--- config.mk ---
export PLATFORM = sky130hd
export DESIGN_NAME = uart_cmd_ctrl_flat
export DESIGN_NICKNAME = d
export VERILOG_FILES = /design/src/rtl/uart_cmd_ctrl_pkg.sv /design/src/rtl/uart_cmd_ctrl_if.sv /design/src/rtl/uart_cmd_ctrl_timeout.sv /design/src/rtl/uart_cmd_ctrl.sv /design/src/flat_wrapper.sv
export SDC_FILE = /design/constraint.sdc
export NUM_CORES = 1
export LEC_CHECK = 0
export BUFFER_PORTS_ARGS = -buffer_cell sky130_fd_sc_hd__buf_2
export CORE_ASPECT_RATIO = 1.2
export CORE_MARGIN = 5
export CORE_UTILIZATION = 30
export DETAILED_ROUTE_END_ITERATION = 8
export GPL_TIMING_DRIVEN = 0
export SLEW_MARGIN = 20
export SYNTH_ARGS = -nofsm -noshare
export SYNTH_HDL_FRONTEND = slang
export SYNTH_HIERARCHICAL = 1
export SYNTH_SLANG_ARGS = --single-unit
--- constraint.sdc ---
create_clock -name clk_i -period 2.2 [get_ports clk_i]
set_input_delay 0.22 -clock clk_i [delete_from_list [all_inputs] [get_ports clk_i]]
set_output_delay 0.22 -clock clk_i [all_outputs]
set_load 0.005 [all_outputs]
--- src/rtl/uart_cmd_ctrl_pkg.sv ---
// uart_cmd_pkg: shared types and constants for the UART command parser.
// Holds the parser state encoding, the default frame sync marker, the
// ACK/NAK response codes and the Pong game command codes.
package uart_cmd_pkg;

    typedef enum logic [1:0] {
        IDLE    = 2'd0,
        GET_CMD = 2'd1,
        GET_ARG = 2'd2,
        GET_CKS = 2'd3
    } state_e;

    localparam logic [7:0] SYNC_BYTE_DEF = 8'hA5;

    localparam logic [7:0] ACK_BYTE = 8'h06;
    localparam logic [7:0] NAK_BYTE = 8'h15;

    localparam logic [7:0] CMD_P1_UP = 8'h01;
    localparam logic [7:0] CMD_P1_DN = 8'h02;
    localparam logic [7:0] CMD_P2_UP = 8'h03;
    localparam logic [7:0] CMD_P2_DN = 8'h04;
    localparam logic [7:0] CMD_START = 8'h10;
    localparam logic [7:0] CMD_PAUSE = 8'h11;

    // Frame check byte: XOR of command and argument.
    function automatic logic [7:0] frame_cksum(input logic [7:0] cmd, input logic [7:0] arg);
        return cmd ^ arg;
    endfunction

endpackage

--- src/rtl/uart_cmd_ctrl_if.sv ---
// uart_cmd_ctrl_if: byte stream in from the UART receiver and the
// command valid/ready handshake out toward game logic.
// Signal directions are named from the parser's point of view.
interface uart_cmd_ctrl_if;

    logic       rx_dv_i;
    logic [7:0] rx_byte_i;
    logic       cmd_valid_o;
    logic       cmd_ready_i;
    logic [7:0] cmd_o;
    logic [7:0] arg_o;

    // The parser side.
    modport slave (
        input  rx_dv_i,
        input  rx_byte_i,
        input  cmd_ready_i,
        output cmd_valid_o,
        output cmd_o,
        output arg_o
    );

    // The side feeding bytes and consuming commands.
    modport master (
        output rx_dv_i,
        output rx_byte_i,
        output cmd_ready_i,
        input  cmd_valid_o,
        input  cmd_o,
        input  arg_o
    );

endinterface

--- src/rtl/uart_cmd_ctrl_timeout.sv ---
// uart_cmd_timeout: inter-byte idle counter for the frame parser.
// Counts enabled cycles since the last clear; tc_o is high while enabled
// and the count sits on its last value (TIMEOUT_CLKS-1).
module uart_cmd_timeout #(
    parameter int TIMEOUT_CLKS = 8680,
    parameter int CNT_W        = 14
) (
    input  logic clk_i,
    input  logic rst_ni,
    input  logic clr_i,
    input  logic en_i,
    output logic tc_o
);

    logic [CNT_W-1:0] cnt_q;
    logic [CNT_W-1:0] cnt_d;

    localparam logic [CNT_W-1:0] TC_VAL = CNT_W'(TIMEOUT_CLKS - 1);

    // Next count: clear wins over counting, hold when disabled.
    always_comb begin
        cnt_d = cnt_q;
        if (clr_i) begin
            cnt_d = '0;
        end else if (en_i) begin
            cnt_d = cnt_q + CNT_W'(1);
        end
    end

    // Counter register.
    always_ff @(posedge clk_i or negedge rst_ni) begin
        if (!rst_ni) begin
            cnt_q <= '0;
        end else begin
            cnt_q <= cnt_d;
        end
    end

    assign tc_o = en_i && (cnt_q == TC_VAL);

endmodule

--- src/rtl/uart_cmd_ctrl.sv ---
// uart_cmd_ctrl: 4-byte frame parser (SYNC, CMD, ARG, CKS) behind the UART
// receiver. Delivers validated commands through a one-entry output slot
// with valid/ready handshake and reports checksum, timeout and overrun
// errors as registered one-cycle pulses.
// Optional macro UART_CMD_ACK_EN adds an ACK/NAK response path toward a
// UART transmitter (tx_dv_o, tx_byte_o, tx_active_i).
module uart_cmd_ctrl
    import uart_cmd_pkg::*;
#(
    parameter logic [7:0] SYNC_BYTE    = SYNC_BYTE_DEF,
    parameter int         TIMEOUT_CLKS = 8680,
    parameter int         CNT_W        = 14
) (
    input  logic            clk_i,
    input  logic            rst_ni,
    uart_cmd_ctrl_if.slave  bus,
    output logic            err_cksum_o,
    output logic            err_timeout_o,
    output logic            err_overrun_o,
`ifdef UART_CMD_ACK_EN
    output logic            tx_dv_o,
    output logic [7:0]      tx_byte_o,
    input  logic            tx_active_i,
`endif
    output logic            busy_o
);

    localparam logic [1:0] S_IDLE    = IDLE;
    localparam logic [1:0] S_GET_CMD = GET_CMD;
    localparam logic [1:0] S_GET_ARG = GET_ARG;
    localparam logic [1:0] S_GET_CKS = GET_CKS;

    logic [1:0] state_q, state_d;
    logic [7:0] cmd_byte_q, cmd_byte_d;
    logic [7:0] arg_byte_q, arg_byte_d;

    logic       cmd_valid_q, cmd_valid_d;
    logic [7:0] cmd_out_q, cmd_out_d;
    logic [7:0] arg_out_q, arg_out_d;

    logic err_cksum_q, err_timeout_q, err_overrun_q;

    logic timer_clr, timer_en, timer_tc;
    logic timeout_hit;
    logic frame_done;
    logic cksum_ok;
    logic slot_free;
    logic deliver;
    logic overrun;
    logic cksum_err;

    uart_cmd_timeout #(
        .TIMEOUT_CLKS (TIMEOUT_CLKS),
        .CNT_W        (CNT_W)
    ) u_timeout (
        .clk_i  (clk_i),
        .rst_ni (rst_ni),
        .clr_i  (timer_clr),
        .en_i   (timer_en),
        .tc_o   (timer_tc)
    );

    // The timer only runs mid-frame and restarts on every received byte;
    // a byte arriving on the terminal cycle suppresses the timeout.
    assign timer_en    = (state_q != S_IDLE);
    assign timer_clr   = bus.rx_dv_i || (state_q == S_IDLE);
    assign timeout_hit = timer_tc && !bus.rx_dv_i;

    // Frame parser state machine and field capture.
    always_comb begin
        state_d    = state_q;
        cmd_byte_d = cmd_byte_q;
        arg_byte_d = arg_byte_q;
        frame_done = 1'b0;
        case (state_q)
            S_IDLE: begin
                if (bus.rx_dv_i && (bus.rx_byte_i == SYNC_BYTE)) begin
                    state_d = S_GET_CMD;
                end
            end
            S_GET_CMD: begin
                if (bus.rx_dv_i) begin
                    cmd_byte_d = bus.rx_byte_i;
                    state_d    = S_GET_ARG;
                end else if (timeout_hit) begin
                    state_d = S_IDLE;
                end
            end
            S_GET_ARG: begin
                if (bus.rx_dv_i) begin
                    arg_byte_d = bus.rx_byte_i;
                    state_d    = S_GET_CKS;
                end else if (timeout_hit) begin
                    state_d = S_IDLE;
                end
            end
            S_GET_CKS: begin
                if (bus.rx_dv_i) begin
                    frame_done = 1'b1;
                    state_d    = S_IDLE;
                end else if (timeout_hit) begin
                    state_d = S_IDLE;
                end
            end
            default: begin
                state_d = S_IDLE;
            end
        endcase
    end

    assign cksum_ok  = (bus.rx_byte_i == frame_cksum(cmd_byte_q, arg_byte_q));
    assign slot_free = !cmd_valid_q || bus.cmd_ready_i;
    assign deliver   = frame_done && cksum_ok && slot_free;
    assign overrun   = frame_done && cksum_ok && !slot_free;
    assign cksum_err = frame_done && !cksum_ok;

    // Output slot: load on delivery, empty after a transfer, otherwise hold.
    always_comb begin
        cmd_valid_d = cmd_valid_q;
        cmd_out_d   = cmd_out_q;
        arg_out_d   = arg_out_q;
        if (deliver) begin
            cmd_valid_d = 1'b1;
            cmd_out_d   = cmd_byte_q;
            arg_out_d   = arg_byte_q;
        end else if (cmd_valid_q && bus.cmd_ready_i) begin
            cmd_valid_d = 1'b0;
        end
    end

    // State, captured fields, output slot and registered error pulses.
    always_ff @(posedge clk_i or negedge rst_ni) begin
        if (!rst_ni) begin
            state_q       <= S_IDLE;
            cmd_byte_q    <= '0;
            arg_byte_q    <= '0;
            cmd_valid_q   <= 1'b0;
            cmd_out_q     <= '0;
            arg_out_q     <= '0;
            err_cksum_q   <= 1'b0;
            err_timeout_q <= 1'b0;
            err_overrun_q <= 1'b0;
        end else begin
            state_q       <= state_d;
            cmd_byte_q    <= cmd_byte_d;
            arg_byte_q    <= arg_byte_d;
            cmd_valid_q   <= cmd_valid_d;
            cmd_out_q     <= cmd_out_d;
            arg_out_q     <= arg_out_d;
            err_cksum_q   <= cksum_err;
            err_timeout_q <= timeout_hit;
            err_overrun_q <= overrun;
        end
    end

    assign bus.cmd_valid_o = cmd_valid_q;
    assign bus.cmd_o       = cmd_out_q;
    assign bus.arg_o       = arg_out_q;
    assign err_cksum_o     = err_cksum_q;
    assign err_timeout_o   = err_timeout_q;
    assign err_overrun_o   = err_overrun_q;
    assign busy_o          = (state_q != S_IDLE);

`ifdef UART_CMD_ACK_EN
    logic       resp_valid;
    logic [7:0] resp_byte;
    logic       pend_q;
    logic [7:0] pend_byte_q;
    logic       tx_dv_q;
    logic [7:0] tx_byte_q;

    assign resp_valid = deliver || overrun || cksum_err;
    assign resp_byte  = deliver ? ACK_BYTE : NAK_BYTE;

    // One-entry response buffer; a new response overwrites any pending one,
    // and a pending one is issued as a single strobe once the transmitter is idle.
    always_ff @(posedge clk_i or negedge rst_ni) begin
        if (!rst_ni) begin
            pend_q      <= 1'b0;
            pend_byte_q <= '0;
            tx_dv_q     <= 1'b0;
            tx_byte_q   <= '0;
        end else begin
            tx_dv_q <= 1'b0;
            if (pend_q && !tx_active_i) begin
                tx_dv_q   <= 1'b1;
                tx_byte_q <= pend_byte_q;
            end
            if (resp_valid) begin
                pend_q      <= 1'b1;
                pend_byte_q <= resp_byte;
            end else if (pend_q && !tx_active_i) begin
                pend_q <= 1'b0;
            end
        end
    end

    assign tx_dv_o   = tx_dv_q;
    assign tx_byte_o = tx_byte_q;
`endif

endmodule

--- src/flat_wrapper.sv ---
// flat-port wrapper written by rule: the top's interface ports become plain ports
module uart_cmd_ctrl_flat import uart_cmd_pkg::*;
#(
    parameter logic [7:0] SYNC_BYTE    = SYNC_BYTE_DEF,
    parameter int         TIMEOUT_CLKS = 8680,
    parameter int         CNT_W        = 14
)
  (clk_i, rst_ni, err_cksum_o, err_timeout_o, err_overrun_o, busy_o, bus_rx_dv_i, bus_rx_byte_i, bus_cmd_ready_i, bus_cmd_valid_o, bus_cmd_o, bus_arg_o);
  uart_cmd_ctrl_if bus_i ();
  input  logic clk_i;
  input  logic rst_ni;
  output logic err_cksum_o;
  output logic err_timeout_o;
  output logic err_overrun_o;
  output logic busy_o;
  input wire logic [$bits(bus_i.rx_dv_i)-1:0] bus_rx_dv_i;
  input wire logic [$bits(bus_i.rx_byte_i)-1:0] bus_rx_byte_i;
  input wire logic [$bits(bus_i.cmd_ready_i)-1:0] bus_cmd_ready_i;
  output wire logic [$bits(bus_i.cmd_valid_o)-1:0] bus_cmd_valid_o;
  output wire logic [$bits(bus_i.cmd_o)-1:0] bus_cmd_o;
  output wire logic [$bits(bus_i.arg_o)-1:0] bus_arg_o;
  assign bus_i.rx_dv_i = bus_rx_dv_i;
  assign bus_i.rx_byte_i = bus_rx_byte_i;
  assign bus_i.cmd_ready_i = bus_cmd_ready_i;
  assign bus_cmd_valid_o = bus_i.cmd_valid_o;
  assign bus_cmd_o = bus_i.cmd_o;
  assign bus_arg_o = bus_i.arg_o;
  uart_cmd_ctrl #(.SYNC_BYTE(SYNC_BYTE), .TIMEOUT_CLKS(TIMEOUT_CLKS), .CNT_W(CNT_W)) u_core (.clk_i(clk_i), .rst_ni(rst_ni), .bus(bus_i), .err_cksum_o(err_cksum_o), .err_timeout_o(err_timeout_o), .err_overrun_o(err_overrun_o), .busy_o(busy_o));
endmodule
# After elaboration in Yosys (flattened, before gate mapping)
# Index checks and enable logic that the tools add are counted.
dict set report classes {
  addsub 1
  eq_ne 7
  muxes 12
  n_bitwise 1
  n_reduce_logical 20
}
# cell n
set ops {}
lappend ops {{$mux W14} 2}
lappend ops {{$add A14 B1 Y14 const B} 1}
lappend ops {{$eq A14 B14 Y1 const B} 1}
lappend ops {{$mux W2} 5}
lappend ops {{$eq A8 B8 Y1} 1}
lappend ops {{$eq A8 B8 Y1 const B} 1}
lappend ops {{$logic_and A1 B1 Y1} 8}
lappend ops {{$pmux W2 S4} 1}
lappend ops {{$xor A8 B8 Y8} 1}
lappend ops {{$reduce_bool A2 Y1} 3}
lappend ops {{$eq A2 B2 Y1 const B} 2}
lappend ops {{$logic_not A1 Y1} 4}
lappend ops {{$mux W1} 4}
lappend ops {{$reduce_and A2 Y1} 2}
lappend ops {{$eq A2 B1 Y1 const B} 1}
lappend ops {{$logic_not A2 Y1} 1}
lappend ops {{$logic_or A1 B1 Y1} 2}
lappend ops {{$ne A2 B2 Y1 const B} 1}
dict set report word_totals {
  ff_bits 52
  input_bits 12
  output_inout_bits 21
  word_cells 51
}

# Logic depth before layout (Yosys ltp)
dict set report logic_depth {
  ltp_word 6
  depth_mapped 7
  depth_no_buf 6
}

# By module
# The synthesis kept the hierarchy.
# mod instances cells_per_inst area_per_inst_um2 seq_area_each_um2
set modules_own_cells {}
lappend modules_own_cells {uart_cmd_ctrl 1 102 1720.4 950.9}
lappend modules_own_cells {uart_cmd_timeout 1 74 742.0 350.3}

# Worst setup path after synthesis
# No wires, ideal clock.
dict set report synth_path {
  path_kind {register to register}
  start {register u_core.arg_byte_q[5]}
  end {register u_core.arg_out_q[6] (netlist: u_core/bus.arg_o[6])}
  setup_ns 0.125
  t_arrival_ns 1.866
  required_time_ns 2.075
  setup_slack_ns 0.209
  stages_incl_launch_ff 6
  n_path_buf 1
  synth_period_minus_slack_ns 1.991
  path_cell_list {dfrtp_1 xnor3_2 nand4_4 nor4_4 buf_8 mux2_4}
}
dict set report synth_between {
  elab_chain_len 4
}
# element line
set synth_lines {}
lappend synth_lines {{start, declared} uart_cmd_ctrl.sv:35} ;# logic [7:0] arg_byte_q, arg_byte_d;
lappend synth_lines {{start signal, assigned} uart_cmd_ctrl.sv:146} ;# arg_byte_q <= arg_byte_d;
lappend synth_lines {{$xor A8 B8 Y8} uart_cmd_ctrl_pkg.sv:27} ;# return cmd ^ arg;
lappend synth_lines {{$eq A8 B8 Y1} uart_cmd_ctrl.sv:111} ;# assign cksum_ok = (bus.rx_byte_i == frame_cksum(cmd_byte_q, arg_byte_q));
lappend synth_lines {{$logic_and A1 B1 Y1 (2 in a row)} uart_cmd_ctrl.sv:113} ;# assign deliver = frame_done && cksum_ok && slot_free;
lappend synth_lines {{end signal, assigned} uart_cmd_ctrl.sv:149} ;# arg_out_q <= arg_out_d;
lappend synth_lines {{end, declared} uart_cmd_ctrl.sv:39} ;# logic [7:0] arg_out_q, arg_out_d;
# No other way between the ends.
# A chain may end at the register's enable or synchronous reset.

# Final worst setup path
dict set report layout_path {
  start {register u_core.arg_byte_q[2]}
  end {register u_core.cmd_out_q[4] (netlist: u_core/bus.cmd_o[4])}
}
dict set report layout_between {
  elab_chain_len 4
}
# element line
set layout_lines {}
lappend layout_lines {{$xor A8 B8 Y8} uart_cmd_ctrl_pkg.sv:27}
lappend layout_lines {{$eq A8 B8 Y1} uart_cmd_ctrl.sv:111}
lappend layout_lines {{$logic_and A1 B1 Y1 (2 in a row)} uart_cmd_ctrl.sv:113}
lappend layout_lines {{end signal, assigned} uart_cmd_ctrl.sv:148} ;# cmd_out_q <= cmd_out_d;
lappend layout_lines {{end, declared} uart_cmd_ctrl.sv:38} ;# logic [7:0] cmd_out_q, cmd_out_d;
# No other way between the ends.

==> reports/summary.log <==
qor: run_status.status finished, final reports clean
qor: synthesis.synth_fp_nets 189
qor: synthesis.synthDominantAreaCellType sky130_fd_sc_hd__dfrtp_1
qor: clocking.clk_pin_slew_worst_paths 0.10 ns
qor: worst_setup_path.critPathSlowestCell sky130_fd_sc_hd__dfrtp_1
qor: layout.finalNetCount 232
qor: hold_path.hold_path.startpoint bus_rx_dv_i
qor: synthesis.avgSynthCellArea 13.99 µm²
qor: global_routing.initial_antenna_violation_count 0
qor: clocking.tritoncts_clock_tree done
qor: worst_setup_path.r2r-start u_core/arg_byte_q[2]
qor: timing.fin_tns_setup 0 ns
qor: clocking.cts_root_buf sky130_fd_sc_hd__clkbuf_8
qor: synthesis.syn-cell-area 0.002462 mm²
qor: timing.final.setup_skew 0.01347 ns
qor: routing.drt-vias-per-instance 4.822
qor: layout.layoutNonFillerInstCount 314
qor: hold_path.min_delay_path_depth 2
qor: worst_setup_path.worstSetupPathType reg2reg
qor: synthesis.synth_async_sr_flop_share 1.000
qor: place.detailed_place_hpwl 3455 µm
qor: hold_path.timing.hold.worst.class in2reg
qor: routing.drtPass1Iterations 4
qor: layout.antennaDiodeCount 0
qor: worst_setup_path.crit_path_max_fanout 10
qor: timing.timing_worst_slew_pin_value 0.6649 ns
qor: place.dpl_cell_area 0.002744 mm²
qor: job.maxCapViolCount 0
qor: layout.finish.utilization 0.3544
qor: timing.report.final.setup_viol 0
qor: synthesis.synth-edff-count 0
qor: timing.report.final.hold_viol_count 0
qor: timing.finalCritPeriodShare 0.9381
qor: global_routing.globalRouteTotalUtil 0.1044
qor: timing.slew_headroom 0.5567
qor: worst_setup_path.r2r-end u_core/bus.cmd_o[4]
qor: power_and_ir_drop.swShare 0.2951
qor: global_routing.grt_max_degree 53
qor: power_and_ir_drop.clock_power_share 0.197
qor: power_and_ir_drop.p_sw 0.0007942 W
qor: synthesis.synth.distinct_cells 41
qor: hold_path.timing.hold.worst_endpoint u_core/err_timeout_o
qor: layout.layout.cells.most_common_list 52 x sky130_fd_sc_hd__dfrtp_1, 33 x sky130_fd_sc_hd__buf_2, 22 x sky130_fd_sc_hd__mux2_2
qor: synthesis.ys.warnings.count 6
qor: synthesis.synth.top_cells.by_area sky130_fd_sc_hd__dfrtp_1 53%, sky130_fd_sc_hd__mux2_2 10%, sky130_fd_sc_hd__mux2_4 6.1%
qor: synthesis.synth_sequential_area_ratio 0.5285
qor: worst_setup_path.path_cells xnor3_1 > nand4_1 > nor4_4 > buf_4 > buf_8 > mux2_4
qor: layout.areaGrowthSynthToFinish 16.06%
qor: place.place_inst 303
qor: die.width_of_the_chip 92.71 µm
qor: synthesis.syn-instance-count 176
qor: timing.maxClockFrequency 0.4845 GHz
qor: global_routing.grt_pass1_vias 1624
qor: power_and_ir_drop.power_leakage 1.385 nW
qor: global_routing.grt_remaining_overflow 0
qor: synthesis.dominantRegCellSynth sky130_fd_sc_hd__dfrtp_1
qor: power_and_ir_drop.peakVddDrop 622.8 µV
qor: power_and_ir_drop.share_seq_of_total_power 0.478
qor: timing.layout_min_cycle_time 2.064 ns
qor: routing.total_number_of_vias 1514
qor: routing.post-route-drc-count 0
qor: layout.drive_above_1_share 0.3973
qor: worst_setup_path.critical_path_arrival 2.26 ns
qor: clocking.cts_buffer_depth 2
qor: power_and_ir_drop.p_int 0.001897 W
qor: global_routing.wire_length_of_the_first_global_routing_pass 8300 µm
qor: worst_setup_path.data_required_time_at_the_worst_endpoint 2.40 ns
qor: layout.layout.filler_cells 781
qor: die.ios 33
qor: synthesis.synth_seq_cells 52
qor: power_and_ir_drop.share_comb_of_total_power 0.325
qor: routing.antenna_left 0
qor: place.globalplace.congestion 0.7984
qor: synthesis.netlist.area_leader.share 0.5285
qor: die.die-height 109.2 µm
qor: die.design.die.area 0.01013 mm²
qor: worst_setup_path.worst_setup_path_startpoint u_core/arg_byte_q[2]
qor: clocking.clock_sink_count 52
qor: die.core_area 0.008063 mm²
qor: place.io_buffers 32
qor: worst_setup_path.startpoint_type flop
qor: worst_setup_path.timing.critical_path.to_type flop
qor: timing.hold-worst-slack 0.1817 ns
qor: clocking.cts-buffers-inserted 5
qor: die.start_util 0.3054
qor: layout.finalInstanceArea 0.002858 mm²
qor: routing.first_iter_violations 53
qor: routing.wire_per_inst 15.28 µm
qor: clocking.clock_latency 0.31 ns
qor: routing.finalWirelength 4797 µm
qor: die.std_cell_rows 36
qor: worst_setup_path.worst-r2r-setup-slack 0.14 ns
qor: clocking.ctsHtreeMaxLevel 2
qor: timing.report.final.slew_viol_count 0
qor: worst_setup_path.timing.reg2reg.worst_path_depth 6
qor: layout.mostFrequentLayoutCell sky130_fd_sc_hd__dfrtp_1
qor: timing.rsz0062_at_grt false
qor: power_and_ir_drop.powerDensity 941.8 mW/mm²
qor: worst_setup_path.delay_of_the_slowest_cell_on_the_worst_path 0.41 ns
-- metrics by stage --
step,setup WS [ns],power [W]
2_1_floorplan,0.2090,0.001997
3_3_place_gp,-0.07414,0.002181
3_5_place_dp,-0.1116,0.002199
4_1_cts,0.1229,0.002738
5_1_grt,0.02888,0.002877
6_report,0.1362,0.002692
-- critical path: cells and delay by family, from the launching register on --
family / cells / cell delay, ns
simple gates: 2 / 0.49
flops: 1 / 0.41
xor+xnor: 1 / 0.38
buf+inv: 2 / 0.35
mux: 1 / 0.31
-- area by class of cell --
cell class	instances	area, µm²	area share
buffer	4	28.78	0.01007
clock buffer	5	68.82	0.02408
clock inverter	2	12.51	0.004378
inverter	1	3.754	0.001313
multi-input combinational	119	1129	0.3949
sequential	52	1301	0.4553
tap	95	118.9	0.04159
timing repair buffer	36	195.2	0.06830
-- Yosys cell counts, types with 3 or more instances --
| library cell | count |
|---|---|
| sky130_fd_sc_hd__and3_1 | 3 |
| sky130_fd_sc_hd__xnor2_1 | 5 |
| sky130_fd_sc_hd__dfrtp_1 | 52 |
| sky130_fd_sc_hd__xor2_1 | 6 |
| sky130_fd_sc_hd__mux2_4 | 10 |
| sky130_fd_sc_hd__xnor3_1 | 5 |
| sky130_fd_sc_hd__nand4_1 | 3 |
| sky130_fd_sc_hd__nand3_1 | 6 |
| sky130_fd_sc_hd__nand2_1 | 5 |
| sky130_fd_sc_hd__xnor3_2 | 3 |
| sky130_fd_sc_hd__mux2_2 | 22 |
| sky130_fd_sc_hd__nor2_1 | 18 |
| sky130_fd_sc_hd__nor2b_1 | 4 |
-- metal layers --
metal | global-route usage | wire length [µm]
met1 | 0.1320 | 2101
met2 | 0.1731 | 2455
met3 | 0.02899 | 173
met4 | 0.03455 | 67
met5 | 0 | 0
-- timing repair --
item                                    in CTS  in global routing
hold buffers                                 1                  0
gates resized for setup                      0                  0
endpoints found under the hold margin       52                  0
buffers inserted                             3                  0
endpoints found under the setup margin      10                  0
-- cells by family after synthesis --
family,Yosys count,share of synthesized area
compound gates,8,0.02591
xor+xnor,19,0.1138
fa+ha+maj,1,0.005080
buf+inv,5,0.01321
flops,52,0.5285
mux,34,0.1702
simple gates,57,0.1433
-- registers in the layout (all words and copies together) (netlist names) --
name,cells
u_core/bus.cmd_o,8
u_core/u_timeout/cnt_q,14
u_core/err_timeout_o,1
u_core/cmd_byte_q,8
u_core/bus.arg_o,8
u_core/bus.cmd_valid_o,1
u_core/arg_byte_q,8
u_core/state_q,2
u_core/err_cksum_o,1
u_core/err_overrun_o,1
-- how the worst max path moves through the flow --
| stage | to | slack [ns] | cells after the start |
|---|---|---|---|
| after global placement | u_core/bus.cmd_o[0] | -0.07 | 5 |
| after floorplan | u_core/bus.arg_o[6] | 0.21 | 5 |
| after global routing | u_core/u_timeout/cnt_q[13] | 0.03 | 7 |
| after detailed placement | u_core/bus.cmd_o[1] | -0.11 | 5 |
| after CTS | u_core/bus.cmd_o[7] | 0.12 | 6 |
| final | u_core/bus.cmd_o[4] | 0.14 | 6 |
-- power by group through the flow --
stage               Combinational [W]  Sequential [W]  Clock [W]
floorplan                    0.000735         0.00126          0
global placement             0.000876         0.00130          0
detailed placement           0.000886         0.00131          0
CTS                          0.000890         0.00129   0.000556
global route                 0.000950         0.00132   0.000606
finish                       0.000875         0.00129   0.000529
Power figures use the tool's default switching activity.
